--- src/rtl/ctrl_conv_input_if.sv ---
// rtl/ctrl_conv_input_if.sv - stream, memory-write and start/done signals of the conv input controller
interface ctrl_conv_input_if #(
    parameter int T = 20
);
    logic [T-1:0] s_data_in_x;
    logic         s_valid_x;
    logic         s_ready_x;
    logic [T-1:0] s_data_in_f;
    logic         s_valid_f;
    logic         s_ready_f;
    logic         xmem_wr_en;
    logic [4:0]   xmem_addr;
    logic [T-1:0] xmem_data;
    logic         fmem_wr_en;
    logic [3:0]   fmem_addr;
    logic [T-1:0] fmem_data;
    logic         conv_start;
    logic         conv_done;

    modport slave (
        input  s_data_in_x, s_valid_x, s_data_in_f, s_valid_f, conv_done,
        output s_ready_x, s_ready_f, xmem_wr_en, xmem_addr, xmem_data,
               fmem_wr_en, fmem_addr, fmem_data, conv_start
    );

    modport master (
        output s_data_in_x, s_valid_x, s_data_in_f, s_valid_f, conv_done,
        input  s_ready_x, s_ready_f, xmem_wr_en, xmem_addr, xmem_data,
               fmem_wr_en, fmem_addr, fmem_data, conv_start
    );
endinterface

--- src/rtl/ctrl_conv_input.sv ---
// rtl/ctrl_conv_input.sv - loads x/f memories from two streams, then holds conv_start until conv_done
// Optional WEIGHT_REUSE_EN: coefficients persist across batches and only x is reloaded.
module ctrl_conv_input #(
    parameter int N = 20,
    parameter int M = 13,
    parameter int T = 20
) (
    input  logic              clk,
    input  logic              reset,
    ctrl_conv_input_if.slave  bus
);
    typedef enum logic {LOAD, RUN} state_t;

    localparam logic [4:0] X_LAST = 5'(N - 1);
    localparam logic [3:0] F_LAST = 4'(M - 1);

    state_t       state, state_next;
    logic [4:0]   x_cnt;
    logic [3:0]   f_cnt;
    logic         x_full, f_full;
    logic         ready_x, ready_f, start, batch_done;
    logic         x_hs, f_hs;
    logic [T-1:0] x_data, f_data;

    always_ff @(posedge clk) begin
        if (reset) state <= LOAD;
        else       state <= state_next;
    end

    always_comb begin
        state_next = state;
        ready_x    = 1'b0;
        ready_f    = 1'b0;
        start      = 1'b0;
        batch_done = 1'b0;
        case (state)
            LOAD: begin
                ready_x = !x_full;
                ready_f = !f_full;
                if (x_full && f_full) state_next = RUN;
            end
            RUN: begin
                start = 1'b1;
                if (bus.conv_done) begin
                    state_next = LOAD;
                    batch_done = 1'b1;
                end
            end
            default: state_next = LOAD;
        endcase
    end

    assign x_hs = bus.s_valid_x & ready_x;
    assign f_hs = bus.s_valid_f & ready_f;

    // Counters saturate at the last address; the full flag closes the stream instead of wrapping.
    always_ff @(posedge clk) begin
        if (reset) begin
            x_cnt  <= '0;
            x_full <= 1'b0;
            f_cnt  <= '0;
            f_full <= 1'b0;
        end else if (batch_done) begin
            x_cnt  <= '0;
            x_full <= 1'b0;
`ifdef WEIGHT_REUSE_EN
            // coefficients stay loaded; only reset reopens the f stream
`else
            f_cnt  <= '0;
            f_full <= 1'b0;
`endif
        end else begin
            if (x_hs) begin
                if (x_cnt == X_LAST) x_full <= 1'b1;
                else                 x_cnt  <= x_cnt + 5'd1;
            end
            if (f_hs) begin
                if (f_cnt == F_LAST) f_full <= 1'b1;
                else                 f_cnt  <= f_cnt + 4'd1;
            end
        end
    end

    assign x_data         = bus.s_data_in_x;
    assign f_data         = bus.s_data_in_f;

    assign bus.s_ready_x  = ready_x;
    assign bus.s_ready_f  = ready_f;
    assign bus.conv_start = start;
    assign bus.xmem_wr_en = x_hs;
    assign bus.xmem_addr  = x_cnt;
    assign bus.xmem_data  = x_data;
    assign bus.fmem_wr_en = f_hs;
    assign bus.fmem_addr  = f_cnt;
    assign bus.fmem_data  = f_data;
endmodule
--- src/flat_wrapper.sv ---
// flat-port wrapper written by rule: the top's interface ports become plain ports
module ctrl_conv_input_flat 
#(
    parameter int N = 20,
    parameter int M = 13,
    parameter int T = 20
)
  (clk, reset, bus_s_data_in_x, bus_s_valid_x, bus_s_data_in_f, bus_s_valid_f, bus_conv_done, bus_s_ready_x, bus_s_ready_f, bus_xmem_wr_en, bus_xmem_addr, bus_xmem_data, bus_fmem_wr_en, bus_fmem_addr, bus_fmem_data, bus_conv_start);
  ctrl_conv_input_if #(.T(T)) bus_i ();
  input  logic clk;
  input  logic reset;
  input wire logic [$bits(bus_i.s_data_in_x)-1:0] bus_s_data_in_x;
  input wire logic [$bits(bus_i.s_valid_x)-1:0] bus_s_valid_x;
  input wire logic [$bits(bus_i.s_data_in_f)-1:0] bus_s_data_in_f;
  input wire logic [$bits(bus_i.s_valid_f)-1:0] bus_s_valid_f;
  input wire logic [$bits(bus_i.conv_done)-1:0] bus_conv_done;
  output wire logic [$bits(bus_i.s_ready_x)-1:0] bus_s_ready_x;
  output wire logic [$bits(bus_i.s_ready_f)-1:0] bus_s_ready_f;
  output wire logic [$bits(bus_i.xmem_wr_en)-1:0] bus_xmem_wr_en;
  output wire logic [$bits(bus_i.xmem_addr)-1:0] bus_xmem_addr;
  output wire logic [$bits(bus_i.xmem_data)-1:0] bus_xmem_data;
  output wire logic [$bits(bus_i.fmem_wr_en)-1:0] bus_fmem_wr_en;
  output wire logic [$bits(bus_i.fmem_addr)-1:0] bus_fmem_addr;
  output wire logic [$bits(bus_i.fmem_data)-1:0] bus_fmem_data;
  output wire logic [$bits(bus_i.conv_start)-1:0] bus_conv_start;
  assign bus_i.s_data_in_x = bus_s_data_in_x;
  assign bus_i.s_valid_x = bus_s_valid_x;
  assign bus_i.s_data_in_f = bus_s_data_in_f;
  assign bus_i.s_valid_f = bus_s_valid_f;
  assign bus_i.conv_done = bus_conv_done;
  assign bus_s_ready_x = bus_i.s_ready_x;
  assign bus_s_ready_f = bus_i.s_ready_f;
  assign bus_xmem_wr_en = bus_i.xmem_wr_en;
  assign bus_xmem_addr = bus_i.xmem_addr;
  assign bus_xmem_data = bus_i.xmem_data;
  assign bus_fmem_wr_en = bus_i.fmem_wr_en;
  assign bus_fmem_addr = bus_i.fmem_addr;
  assign bus_fmem_data = bus_i.fmem_data;
  assign bus_conv_start = bus_i.conv_start;
  ctrl_conv_input #(.N(N), .M(M), .T(T)) u_core (.clk(clk), .reset(reset), .bus(bus_i));
endmodule
--- config.mk ---
export PLATFORM = sky130hd
export DESIGN_NAME = ctrl_conv_input_flat
export DESIGN_NICKNAME = d
export VERILOG_FILES = /design/src/rtl/ctrl_conv_input_if.sv /design/src/rtl/ctrl_conv_input.sv /design/src/flat_wrapper.sv
export SDC_FILE = /design/constraint.sdc
export NUM_CORES = 1
export LEC_CHECK = 0
export ABC_CLOCK_PERIOD_IN_PS = 4340
export BUFFER_PORTS_ARGS = -buffer_cell sky130_fd_sc_hd__clkbuf_2
export CAP_MARGIN = 30
export CORE_MARGIN = 2
export CORE_UTILIZATION = 36
export DETAILED_ROUTE_END_ITERATION = 16
export GPL_TIMING_DRIVEN = 0
export PLACE_DENSITY = 0.94
export REMOVE_ABC_BUFFERS = 1
export SLEW_MARGIN = 0
export SYNTH_ARGS = -nofsm -noshare
export SYNTH_HDL_FRONTEND = slang
export SYNTH_SLANG_ARGS = --single-unit
--- constraint.sdc ---
create_clock -name clk -period 4.34 [get_ports clk]
set_clock_uncertainty 0.1 [all_clocks]
set_input_delay 1.085 -clock clk [delete_from_list [all_inputs] [get_ports clk]]
set_output_delay 1.085 -clock clk [all_outputs]
set_load 0.005 [all_outputs]
After elaboration in Yosys (flattened, before gate mapping) --
Index checks and enable logic that the tools add are counted.
Word-level totals: bits in registers 12, logic and storage cells 30
Cells by class: add/sub/neg operators 2, equal/unequal tests 2, mux-type cells 8, bitwise gates (word level) 5, reduce and logical (&&, ||, !) cells 8
Operator list (number):
- $reduce_and A2 Y1 | 4
- $mux W1 | 7
- $add A5 B1 Y5 const B | 1
- $eq A5 B5 Y1 const B | 1
- $add A4 B1 Y4 const B | 1
- $eq A4 B4 Y1 const B | 1
- $not A1 Y1 | 3
- $and A1 B1 Y1 | 2
- $logic_not A1 Y1 | 2
- $pmux W1 S2 | 1
- $reduce_or A2 Y1 | 1
- $logic_and A1 B1 Y1 | 1

Longest topological paths before layout --
Gate-level depths: netlist of the first run.
depth in word-level cells 4, gate-level depth with buffers 5, depth with buffers taken out 5

Worst setup path after synthesis of the first run --
No wires, ideal clock.
path kind input to output, start point input bus_s_valid_f, end point output bus_fmem_wr_en, arrival time 1.627 ns, path slack 1.528 ns, cell stages on the path 3, cells stage by stage or3b_1 > buf_2 > inv_2
Between the ends: cells in the longest elaborated chain, start to end 1
RTL lines:
- start: declaration | RTL line flat_wrapper.sv:15 | input wire logic [$bits(bus_i.s_valid_f)-1:0] bus_s_valid_f;
- $and A1 B1 Y1 | RTL line ctrl_conv_input.sv:54 | assign f_hs = bus.s_valid_f & ready_f;
- end: declaration | RTL line flat_wrapper.sv:22 | output wire logic [$bits(bus_i.fmem_wr_en)-1:0] bus_fmem_wr_en;
Every way passes these cells.

Final worst setup path of the first run --
Ends and elaborated chain as after synthesis.

==> metrics.md, run 1 <==
| Metric | Value |
|---|---|
| Maximum number of pins on one net before global-route repair | 12 |
| Final cell area excluding filler cells | 723.2 um^2 |
| RR Startpoint | u_core.bus.fmem_addr[0] |
| Commonest cells after routing, fill and taps aside | sky130_fd_sc_hd__clkbuf_2 (18), sky130_fd_sc_hd__dfxtp_1 (12), sky130_fd_sc_hd__a21oi_1 (9) |
| Worst slew slack as a fraction of its limit | 76.01% |
| Hold path cells | 2 |
| Leak Pwr | 0.3081 nW |
| Width of the die | 53.19 um |
| Final Cycle Share | 70.06% |
| Number of pins exceeding their max-slew limit in the final report | 0 |
| Worst-path fanout max | 7 |
| Number of buffers inserted by hold repair at cts | 0 |
| Critical path, cell by cell | clkbuf_2 -> or3b_1 -> inv_2 -> clkbuf_2 |
| Final number of hold-violating endpoints | 0 |
| Wire length of the first global-routing pass | 3408 um |
| Worst-Skew Late Latency | 0.28 ns |
| Total wire length | 2530 um |
| Die outline area | 2829 um^2 |
| # resized after CTS | 0 |
| Minimum clock period | 3.041 ns |
| Dominant delay contributor by cell family on the critical path | simple AND/OR/NAND/NOR gates |
| Layout cells sized above 1 | 29.41% |
| Clock-pin transition on the worst setup and hold timing paths | 0.07 ns |
| Count of warnings emitted by yosys | 0 |
| Post-Syn Instances | 105 |
| Cell depth of the worst flop-to-flop path | 5 |
| Vias per cell | 5.611 |
| Ant diodes | 0 |
| Setup repair bufs after CTS | 0 |
| Effective utilization at floorplan | 38.62% |
| Flip-flop and latch count after synthesis | 12 |
| Terminus of the critical flop-to-flop path | u_core.bus.fmem_addr[2] |
| Final setup violation count | 0 |
| Sort of element at the end of the critical path | output port |
| Detailed Route Iter0 Violations | 16 |
| Startpoint type of the worst setup path | primary input |
| TritonCTS Buffers | 3 |
| Arrival time of data at the critical path endpoint | 1.86 ns |
| Number of I/O pins | 99 |
| Total number of placement rows | 17 |
| Sink count of the clock tree | 12 |
| Delay of the slowest critical-path stage | 0.46 ns |
| Post-synthesis cell area | 870.8 um^2 |
| DR WL/cell | 22.39 um |
| Worst R2R Setup Slack | 2.77 ns |
| Unrepaired setup endpoints after global routing | no |
| Area of the core region | 2255 um^2 |
| Upper clock frequency limit | 328.9 MHz |
| Setup TNS after final layout | 0 ns |
| Transition time at the pin with the least slew margin | 0.3598 ns |
| Via count of the first global-routing pass | 591 |
| Post-layout net count | 134 |
| Fillers | 258 |
| Post-placement cell area | 686.9 um^2 |
| CP most frequent cell | sky130_fd_sc_hd__clkbuf_2 |
| Highest ir drop seen on vdd | 220.7 uV |
| Total via count in the routed design | 634 |
| Total grt overflow | 0 |
| Layout Area Growth over Synthesis | -16.95% |
| CP max-delay cell | sky130_fd_sc_hd__or3b_1 |
| Worst min-delay path endpoint | u_core.f_full |
| Number of buffers on the longest clock path | 2 |
| DRC violation count after routing | 0 |
| Count of buffering cells on the critical path with inverters included | 3 |
| Part of the Yosys area used for sequential elements | 27.59% |
| Class of the tightest hold or removal check | reg -> reg |
| Final RePlAce weighted congestion | 0.7605 |
| Number of levels the H-tree was split into | 1 |
| Mean Syn Cell Area | 8.294 um^2 |
| Distinct cell type count of the synthesized netlist | 27 |
| Kind of critical path | in -> out |
| Antenna Violating Nets Remaining | 0 |
| Number of input and output port buffers inserted | 18 |
| Initial antenna violation count | 0 |
| Hold path start | u_core.f_full |
| Global-route total usage across every layer | 18.82% |
| DIE HEIGHT | 53.19 um |
| Number of detailed-routing iterations run before antenna repair | 4 |
| Required time of the critical path | 3.15 ns |
| Cells after DPL | 109 |
| Result of the run | complete, no violations |
| Ratio of total power to cell area | 314.2 nW/um^2 |
| Clock tree from TritonCTS | done |
| Post-layout instance count excluding filler cells | 113 |
| Count of maximum capacitance violations | 0 |
| Clk Tree Root Cell | sky130_fd_sc_hd__clkbuf_4 |
| Most frequent standard cell in the layout excluding fill and tap cells | sky130_fd_sc_hd__clkbuf_2 |
| Post-layout power | 227.3 uW |
| Final HPWL DP | 2078 um |
==> registers in the layout, summed over array words and instances (netlist names) <==
register              count
u_core.bus.xmem_addr      5
u_core.state              1
u_core.bus.fmem_addr      4
u_core.f_full             1
u_core.x_full             1
==> through the flow <==
stage	hold slack, ns	utilization [%]	setup WS, ns
3_5_place_dp	0.4140	30.47	1.297
2_1_floorplan	0.3526	-	1.537
6_report	0.4232	32.08	1.299
4_1_cts	0.4256	32.08	1.294
5_1_grt	0.4647	32.08	1.250
3_3_place_gp	0.3767	30.47	1.326
==> power by group <==
| group | internal (mW) | leakage, nW | switching (mW) |
|---|---|---|---|
| logic | 0.00943 | 0.190 | 0.0112 |
| clock network | 0.0511 | 0.0210 | 0.0393 |
| registers | 0.113 | 0.0974 | 0.00341 |
| total | 0.173 | 0.308 | 0.0538 |
==> tightest hold or removal path, stage by stage, from the launching register on <==
cell                      delay, ns
sky130_fd_sc_hd__dfxtp_1       0.35
sky130_fd_sc_hd__a21oi_1       0.05
sky130_fd_sc_hd__nor2_1        0.08
==> cells by family (layout without fill, tap and decap cells) <==
group	after synthesis	after routing	synth area share [%]
AO/OA/AOI/OAI	22	22	15.23
AND/OR/NAND/NOR	21	21	15.23
buffers and inverters	47	27	37.64
adder cells (fa/ha/maj)	3	3	4.311
flip-flops	12	12	27.59
==> cells in the mapped netlist, drive strengths merged <==
| master | count | area (um^2) |
|---|---|---|
| clkbuf | 1 | 3.750 |
| nor4b | 1 | 8.760 |
| o311ai | 2 | 17.52 |
| and4bb | 1 | 12.51 |
| buf | 41 | 305.3 |
| and3 | 1 | 6.260 |
| o21a | 1 | 7.510 |
| nor2 | 4 | 15.01 |
| or3 | 3 | 18.77 |
| o41ai | 2 | 17.52 |
| nand2 | 2 | 7.510 |
| a21o | 1 | 7.510 |
| o21ai | 6 | 30.03 |
| inv | 5 | 18.77 |
| or3b | 2 | 20.02 |
| nand4bb | 1 | 11.26 |
| nor3 | 1 | 5.000 |
| nand3b | 1 | 7.510 |
| a21boi | 1 | 7.510 |
| a21oi | 9 | 45.04 |
| dfxtp | 12 | 240.2 |
| ha | 3 | 37.54 |
| nand3 | 4 | 20.02 |
==> final cells by class <==
type / count / area, um^2 / area share [%]
Multi-Input combinational cell: 46 / 302.8 / 41.87
Tap cell: 28 / 35.03 / 4.844
Sequential cell: 12 / 240.2 / 33.22
Timing Repair Buffer: 18 / 90.09 / 12.46
Clock buffer: 4 / 36.28 / 5.017
Inverter: 5 / 18.77 / 2.595
==> layer usage <==
layer,vias up,GRT usage (%),routed length [um]
li1,283,-,-
met2,59,25.21,1001
met5,-,0,0
met4,0,19.23,259
met3,18,13.56,447
met1,274,17.95,821
==> worst max path at each step <==
stage	end	slack [ns]	depth (start not counted)	from
3_5_place_dp	bus_fmem_wr_en	1.30	4	bus_s_valid_f
3_3_place_gp	bus_fmem_wr_en	1.33	4	bus_s_valid_f
4_1_cts	bus_fmem_wr_en	1.29	4	bus_s_valid_f
5_1_grt	bus_fmem_wr_en	1.25	4	bus_s_valid_f
2_1_floorplan	bus_fmem_wr_en	1.54	2	bus_s_valid_f
6_report	bus_fmem_wr_en	1.30	4	bus_s_valid_f
(Power assumes the default switching activity.)
==> inputs of run 2 (changes only) <==
--- a/config.mk
+++ b/config.mk
@@ -5,14 +5,14 @@
 export SDC_FILE = /design/constraint.sdc
 export NUM_CORES = 1
 export LEC_CHECK = 0
-export ABC_CLOCK_PERIOD_IN_PS = 4340
+export ABC_CLOCK_PERIOD_IN_PS = 2500
 export BUFFER_PORTS_ARGS = -buffer_cell sky130_fd_sc_hd__clkbuf_2
 export CAP_MARGIN = 30
 export CORE_MARGIN = 2
-export CORE_UTILIZATION = 36
+export CORE_UTILIZATION = 30
 export DETAILED_ROUTE_END_ITERATION = 16
 export GPL_TIMING_DRIVEN = 0
-export PLACE_DENSITY = 0.94
+export PLACE_DENSITY = 0.85
 export REMOVE_ABC_BUFFERS = 1
 export SLEW_MARGIN = 0
 export SYNTH_ARGS = -nofsm -noshare
==> constraint.sdc (replaced) <==
create_clock -name clk -period 2.5 [get_ports clk]
set_clock_uncertainty 0.1 [all_clocks]
set_input_delay 0.625 -clock clk [delete_from_list [all_inputs] [get_ports clk]]
set_output_delay 0.625 -clock clk [all_outputs]
set_load 0.005 [all_outputs]
==> metrics.md, run 2 (synthesis gave the netlist of run 1 again) <==
| Metric | Value |
|---|---|
| Result of the run | complete, no violations |
| Storage cell area | 240.2 um^2 |
| Last element of the critical path | bus_fmem_wr_en |
| Antenna Violating Nets Remaining | 0 |
| # resized after CTS | 0 |
| Vias per cell | 5.174 |
| Cell depth of the worst flop-to-flop path | 5 |
| RR Startpoint | u_core.bus.fmem_addr[0] |
| Total wire length | 2278 um |
| Final HPWL DP | 1927 um |
| Width of the die | 57.88 um |
| Upper clock frequency limit | 471.6 MHz |
| Ratio of total power to cell area | 500.9 nW/um^2 |
| Worst-path fanout max | 7 |
| Total area of multi-input combinational cells | 302.8 um^2 |
| Setup repair bufs after CTS | 0 |
| Source of the critical timing path | bus_s_valid_f |
| Worst-Skew Late Latency | 0.27 ns |
| Class of the tightest hold or removal check | reg -> reg |
| Final RePlAce weighted congestion | 0.7338 |
| Worst R2R Setup Slack | 0.99 ns |
| Kind of critical path | in -> out |
| Most frequent standard cell in the layout excluding fill and tap cells | sky130_fd_sc_hd__clkbuf_2 |
| Area of the core region | 2758 um^2 |
| Post-placement cell area | 690.7 um^2 |
| Total number of placement rows | 19 |
| Startpoint type of the worst setup path | primary input |
| Total grt overflow | 0 |
| Post-layout power | 357.2 uW |
| DIE HEIGHT | 57.88 um |
| Layout Area Growth over Synthesis | -18.10% |
| Via count of the first global-routing pass | 533 |
| DR WL/cell | 19.81 um |
| Cells after DPL | 112 |
| Min Hold Slack | 0.3992 ns |
| Final cell area excluding filler cells | 713.2 um^2 |
| Minimum clock period | 2.120 ns |
| Detailed Route Iter0 Violations | 3 |
| Terminus of the critical flop-to-flop path | u_core.bus.fmem_addr[3] |
| Global-route total usage across every layer | 13.49% |
| Unrepaired setup endpoints after global routing | no |
| Clock-pin transition on the worst setup and hold timing paths | 0.07 ns |
| Commonest cells after routing, fill and taps aside | sky130_fd_sc_hd__clkbuf_2 (18), sky130_fd_sc_hd__dfxtp_1 (12), sky130_fd_sc_hd__a21oi_1 (9) |
| Number of pins exceeding their max-slew limit in the final report | 0 |
| Leak Pwr | 0.3009 nW |
| Effective utilization at floorplan | 31.58% |
| Number of detailed-routing iterations run before antenna repair | 4 |
| Total via count in the routed design | 595 |
| Fillers | 311 |
| Final number of hold-violating endpoints | 0 |
| Wire length of the first global-routing pass | 3194 um |
| Ant diodes | 0 |
| DRC violation count after routing | 0 |
| Number of levels the H-tree was split into | 1 |
| Sort of element at the end of the critical path | output port |
| Worst slew slack as a fraction of its limit | 75.81% |
| Initial antenna violation count | 0 |
| Clk Tree Root Cell | sky130_fd_sc_hd__clkbuf_4 |
| Number of buffers on the longest clock path | 2 |
| Highest ir drop seen on vdd | 368.9 uV |
| Post-layout net count | 134 |
| Final Cycle Share | 84.81% |
| Maximum number of pins on one net before global-route repair | 12 |
| Required time of the critical path | 1.77 ns |
| Transition time at the pin with the least slew margin | 0.3628 ns |
| Count of maximum capacitance violations | 0 |
| Final setup violation count | 0 |
| Number of buffers inserted by hold repair at cts | 0 |
| Post-layout instance count excluding filler cells | 115 |
| Max FFs per register | 5 |
| Layout cells sized above 1 | 28.57% |
| Sink count of the clock tree | 12 |
| Arrival time of data at the critical path endpoint | 1.40 ns |
| Setup TNS after final layout | 0 ns |
| Clock tree from TritonCTS | done |
| Number of I/O pins | 99 |
| Die outline area | 3350 um^2 |
| TritonCTS Buffers | 3 |
| Number of input and output port buffers inserted | 18 |
run 2: per-stage QoR:
| stage | util [%] | setup WS [ns] |
|---|---|---|
| floorplan | - | 0.6166 |
| CTS | 25.86 | 0.3795 |
| global placement | 25.05 | 0.3853 |
| detailed placement | 25.05 | 0.3817 |
| global route | 25.86 | 0.3091 |
| finish | 25.86 | 0.3797 |
run 2: metal layers:
layer | vias up | share of wire [%] | GRT usage, %
met3 | 10 | 21 | 12.72
met4 | 0 | 6.4 | 7.641
met5 | - | 0 | 0
met1 | 250 | 34 | 14.27
met2 | 52 | 39 | 17.37
li1 | 283 | - | -
run 2: how the worst min path moves through the flow:
stage	from	to	depth (start not counted)	slack (ns)
floorplan	u_core.f_full	u_core.f_full	2	0.35
CTS	u_core.f_full	u_core.f_full	2	0.40
global placement	u_core.f_full	u_core.f_full	2	0.38
detailed placement	u_core.f_full	u_core.f_full	2	0.39
finish	u_core.f_full	u_core.f_full	2	0.40
global route	u_core.bus.fmem_addr[3]	u_core.bus.fmem_addr[3]	2	0.45
run 2: area by class of cell:
| type | count | area share [%] |
|---|---|---|
| timing repair buffer | 18 | 12.63 |
| inverter | 5 | 2.632 |
| clock buffer | 3 | 3.158 |
| multi-input combinational | 46 | 42.46 |
| sequential | 12 | 33.68 |
| tap | 31 | 5.439 |
run 2: worst max-delay path, cell delays in order:
cell and delay (ns):
sky130_fd_sc_hd__clkbuf_2 0.07, sky130_fd_sc_hd__or3b_1 0.46, sky130_fd_sc_hd__inv_2 0.12, sky130_fd_sc_hd__clkbuf_2 0.11
run 2: power by group:
group,internal (mW),switching (mW),total [mW]
clock,0.0558,0.0640,0.120
sequential,0.196,0.00568,0.202
combinational,0.0165,0.0192,0.0357
total,0.268,0.0889,0.357
==> inputs of run 3 (changes only) <==
--- a/config.mk
+++ b/config.mk
@@ -5,11 +5,12 @@
 export SDC_FILE = /design/constraint.sdc
 export NUM_CORES = 1
 export LEC_CHECK = 0
-export ABC_CLOCK_PERIOD_IN_PS = 2500
+export ABC_AREA = 1
+export ABC_CLOCK_PERIOD_IN_PS = 1900
 export BUFFER_PORTS_ARGS = -buffer_cell sky130_fd_sc_hd__clkbuf_2
 export CAP_MARGIN = 30
 export CORE_MARGIN = 2
-export CORE_UTILIZATION = 30
+export CORE_UTILIZATION = 31
 export DETAILED_ROUTE_END_ITERATION = 16
 export GPL_TIMING_DRIVEN = 0
 export PLACE_DENSITY = 0.85
==> constraint.sdc (replaced) <==
create_clock -name clk -period 1.9 [get_ports clk]
set_clock_uncertainty 0.1 [all_clocks]
set_input_delay 0.475 -clock clk [delete_from_list [all_inputs] [get_ports clk]]
set_output_delay 0.475 -clock clk [all_outputs]
set_load 0.005 [all_outputs]
==> metrics.md, run 3 <==
| Metric | Value |
|---|---|
| Flip-flop and latch count after synthesis | 12 |
| Post-layout instance count excluding filler cells | 137 |
| Post-Syn Instances | 124 |
| Sink count of the clock tree | 12 |
| Setup repair bufs after CTS | 0 |
| Initial antenna violation count | 0 |
| Highest ir drop seen on vdd | 312.1 uV |
| Total number of placement rows | 19 |
| Minimum clock period | 1.681 ns |
| Clock-pin transition on the worst setup and hold timing paths | 0.08 ns |
| Final number of hold-violating endpoints | 0 |
| Worst-path fanout max | 6 |
| Largest cells by area after synthesis | sky130_fd_sc_hd__buf_4 (32%), sky130_fd_sc_hd__dfxtp_1 (26%), sky130_fd_sc_hd__nor2_1 (7.6%) |
| Global-route total usage across every layer | 14.51% |
| Number of buffers on the longest clock path | 2 |
| DRC violation count after routing | 5 |
| Worst-Skew Late Latency | 0.27 ns |
| Startpoint type of the worst setup path | flop |
| Final HPWL DP | 2153 um |
| Final cell area excluding filler cells | 798.3 um^2 |
| Final setup violation count | 0 |
| Required time of the critical path | 1.32 ns |
| Post-synthesis cell area | 933.4 um^2 |
| Detailed Route Iter0 Violations | 20 |
| Number of buffers inserted by hold repair at cts | 0 |
| Kind of critical path | reg -> out |
| Setup TNS after final layout | 0 ns |
| Number of enable-type register cells in the synthesized netlist | 0 |
| Largest family of logic cells by synthesized area | buffers and inverters |
| Most frequent standard cell in the layout excluding fill and tap cells | sky130_fd_sc_hd__nor2_1 |
| Ratio of total power to cell area | 676.8 nW/um^2 |
| Number of levels the H-tree was split into | 1 |
| Result of the run | complete, but fails checks |
| Count leader, synth | sky130_fd_sc_hd__buf_4 |
| Cell depth of the worst flop-to-flop path | 6 |
| Max FFs per register | 5 |
| Layout cells sized above 1 | 32.08% |
| Total wire length | 2519 um |
| Clock tree from TritonCTS | done |
| Antenna Violating Nets Remaining | 0 |
| Count of maximum capacitance violations | 0 |
| DIE HEIGHT | 58.87 um |
| Clk Tree Root Cell | sky130_fd_sc_hd__clkbuf_4 |
| Mean Syn Cell Area | 7.527 um^2 |
| Transition time at the pin with the least slew margin | 0.3967 ns |
| Synth Flop Type | sky130_fd_sc_hd__dfxtp_1 |
| FFs w/ async S/R, synth | 0% |
| Width of the die | 58.87 um |
| Area share of and/or/nand/nor cells after synthesis | 26.94% |
| Worst slew slack as a fraction of its limit | 73.55% |
| TritonCTS Buffers | 3 |
| Via count of the first global-routing pass | 612 |
| Number of detailed-routing iterations run before antenna repair | 12 |
| Cells after DPL | 133 |
| Fillers | 326 |
| Synth top cells by count | sky130_fd_sc_hd__buf_4 (40), sky130_fd_sc_hd__nor2_1 (19), sky130_fd_sc_hd__nand2_1 (14), sky130_fd_sc_hd__dfxtp_1 (12), sky130_fd_sc_hd__nand3_1 (6) |
| Ant diodes | 0 |
| Sort of element at the end of the critical path | output port |
| Die outline area | 3466 um^2 |
| Total grt overflow | 0 |
| Compound-Gate Fraction of Synth Area | 5.496% |
| DR WL/cell | 18.39 um |
| Share of synthesized cell area in full adder, half adder and majority cells | 4.021% |
| Maximum number of pins on one net before global-route repair | 8 |
| Total area of multi-input combinational cells | 357.8 um^2 |
| Commonest cells after routing, fill and taps aside | sky130_fd_sc_hd__nor2_1 (19), sky130_fd_sc_hd__clkbuf_2 (18), sky130_fd_sc_hd__nand2_1 (14) |
| Post-layout net count | 155 |
| Number of input and output port buffers inserted | 18 |
| Total via count in the routed design | 676 |
| Area of the core region | 2805 um^2 |
| Leak Pwr | 0.3668 nW |
| Vias per cell | 4.934 |
| Final RePlAce weighted congestion | 0.8623 |
| Number of pins exceeding their max-slew limit in the final report | 0 |
| Class of the tightest hold or removal check | in -> reg |
| XOR/XNOR Fraction of Synth Area | 1.877% |
| Failing checks | design-rule violations |
| Upper clock frequency limit | 594.8 MHz |
| Unrepaired setup endpoints after global routing | no |
| # resized after CTS | 0 |
| Final Cycle Share | 88.48% |
| Cell accounting for the most synthesized area | sky130_fd_sc_hd__buf_4 |
| Wire length of the first global-routing pass | 3539 um |
| Distinct cell type count of the synthesized netlist | 21 |
| Layout Area Growth over Synthesis | -14.48% |
| Post-layout power | 540.3 uW |
| Post-placement cell area | 762.0 um^2 |
| Area share of the leading cell type in the synthesized netlist | 32.17% |
| Storage cell area | 240.2 um^2 |
| Arrival time of data at the critical path endpoint | 1.11 ns |
| Hold path cells | 4 |
| Effective utilization at floorplan | 33.27% |
| Part of the Yosys area used for sequential elements | 25.74% |
| Multiplexer share of the synthesized area | 0% |
| Number of I/O pins | 99 |
| Count of warnings emitted by yosys | 0 |
-- run 3: final cells by class --
| cell class | count | share of cell area [%] |
|---|---|---|
| multi-input combinational | 64 | 44.83 |
| sequential | 12 | 30.09 |
| timing repair buffer | 18 | 11.29 |
| tap | 31 | 4.859 |
| clock buffer | 4 | 4.545 |
| inverter | 8 | 4.389 |
-- run 3: final timing paths --
path	end	from	slack, ns
worst max-delay path	bus_xmem_wr_en	u_core.state	0.22
worst min-delay path	u_core.bus.xmem_addr[4]	reset	0.40
worst max register to register	u_core.bus.fmem_addr[1]	u_core.bus.fmem_addr[0]	0.54
worst min register to register	u_core.x_full	u_core.x_full	0.44
-- run 3: logic make-up (layout without fill, tap and decap cells) --
group,after synthesis,in the layout
compound gates,9,9
xor+xnor,2,2
fa+ha+maj,3,3
buf+inv,48,30
flops,12,12
simple gates,50,50
-- run 3: metrics by stage --
step	hold WS (ns)	setup slack (ns)	util, %
after floorplan	0.3959	0.6479	-
after global placement	0.4147	0.4736	27.16
final	0.4018	0.2188	28.46
after detailed placement	0.4262	0.4723	27.16
after CTS	0.4063	0.2076	28.46
after global routing	0.4176	0.1294	28.46
-- run 3: report_power, final --
part	leakage [nW]	switching (mW)	internal (mW)
combinational	0.248	0.0369	0.0305
clock	0.0210	0.0826	0.116
sequential	0.0980	0.0130	0.261
total	0.367	0.133	0.408
-- run 3: per-layer routing --
metal	global-route usage, %	share of wire [%]	up-vias
li1	-	-	315
met1	15.48	35	301
met2	18.73	41	50
met3	10.99	18	10
met4	11.69	5.0	0
met5	0	0	-
-- run 3: critical path: stages (launching register included) --
cell	delay, ns
sky130_fd_sc_hd__dfxtp_1	0.39
sky130_fd_sc_hd__nor2_4	0.15
sky130_fd_sc_hd__nand2_4	0.09
sky130_fd_sc_hd__inv_6	0.09
sky130_fd_sc_hd__clkbuf_2	0.11
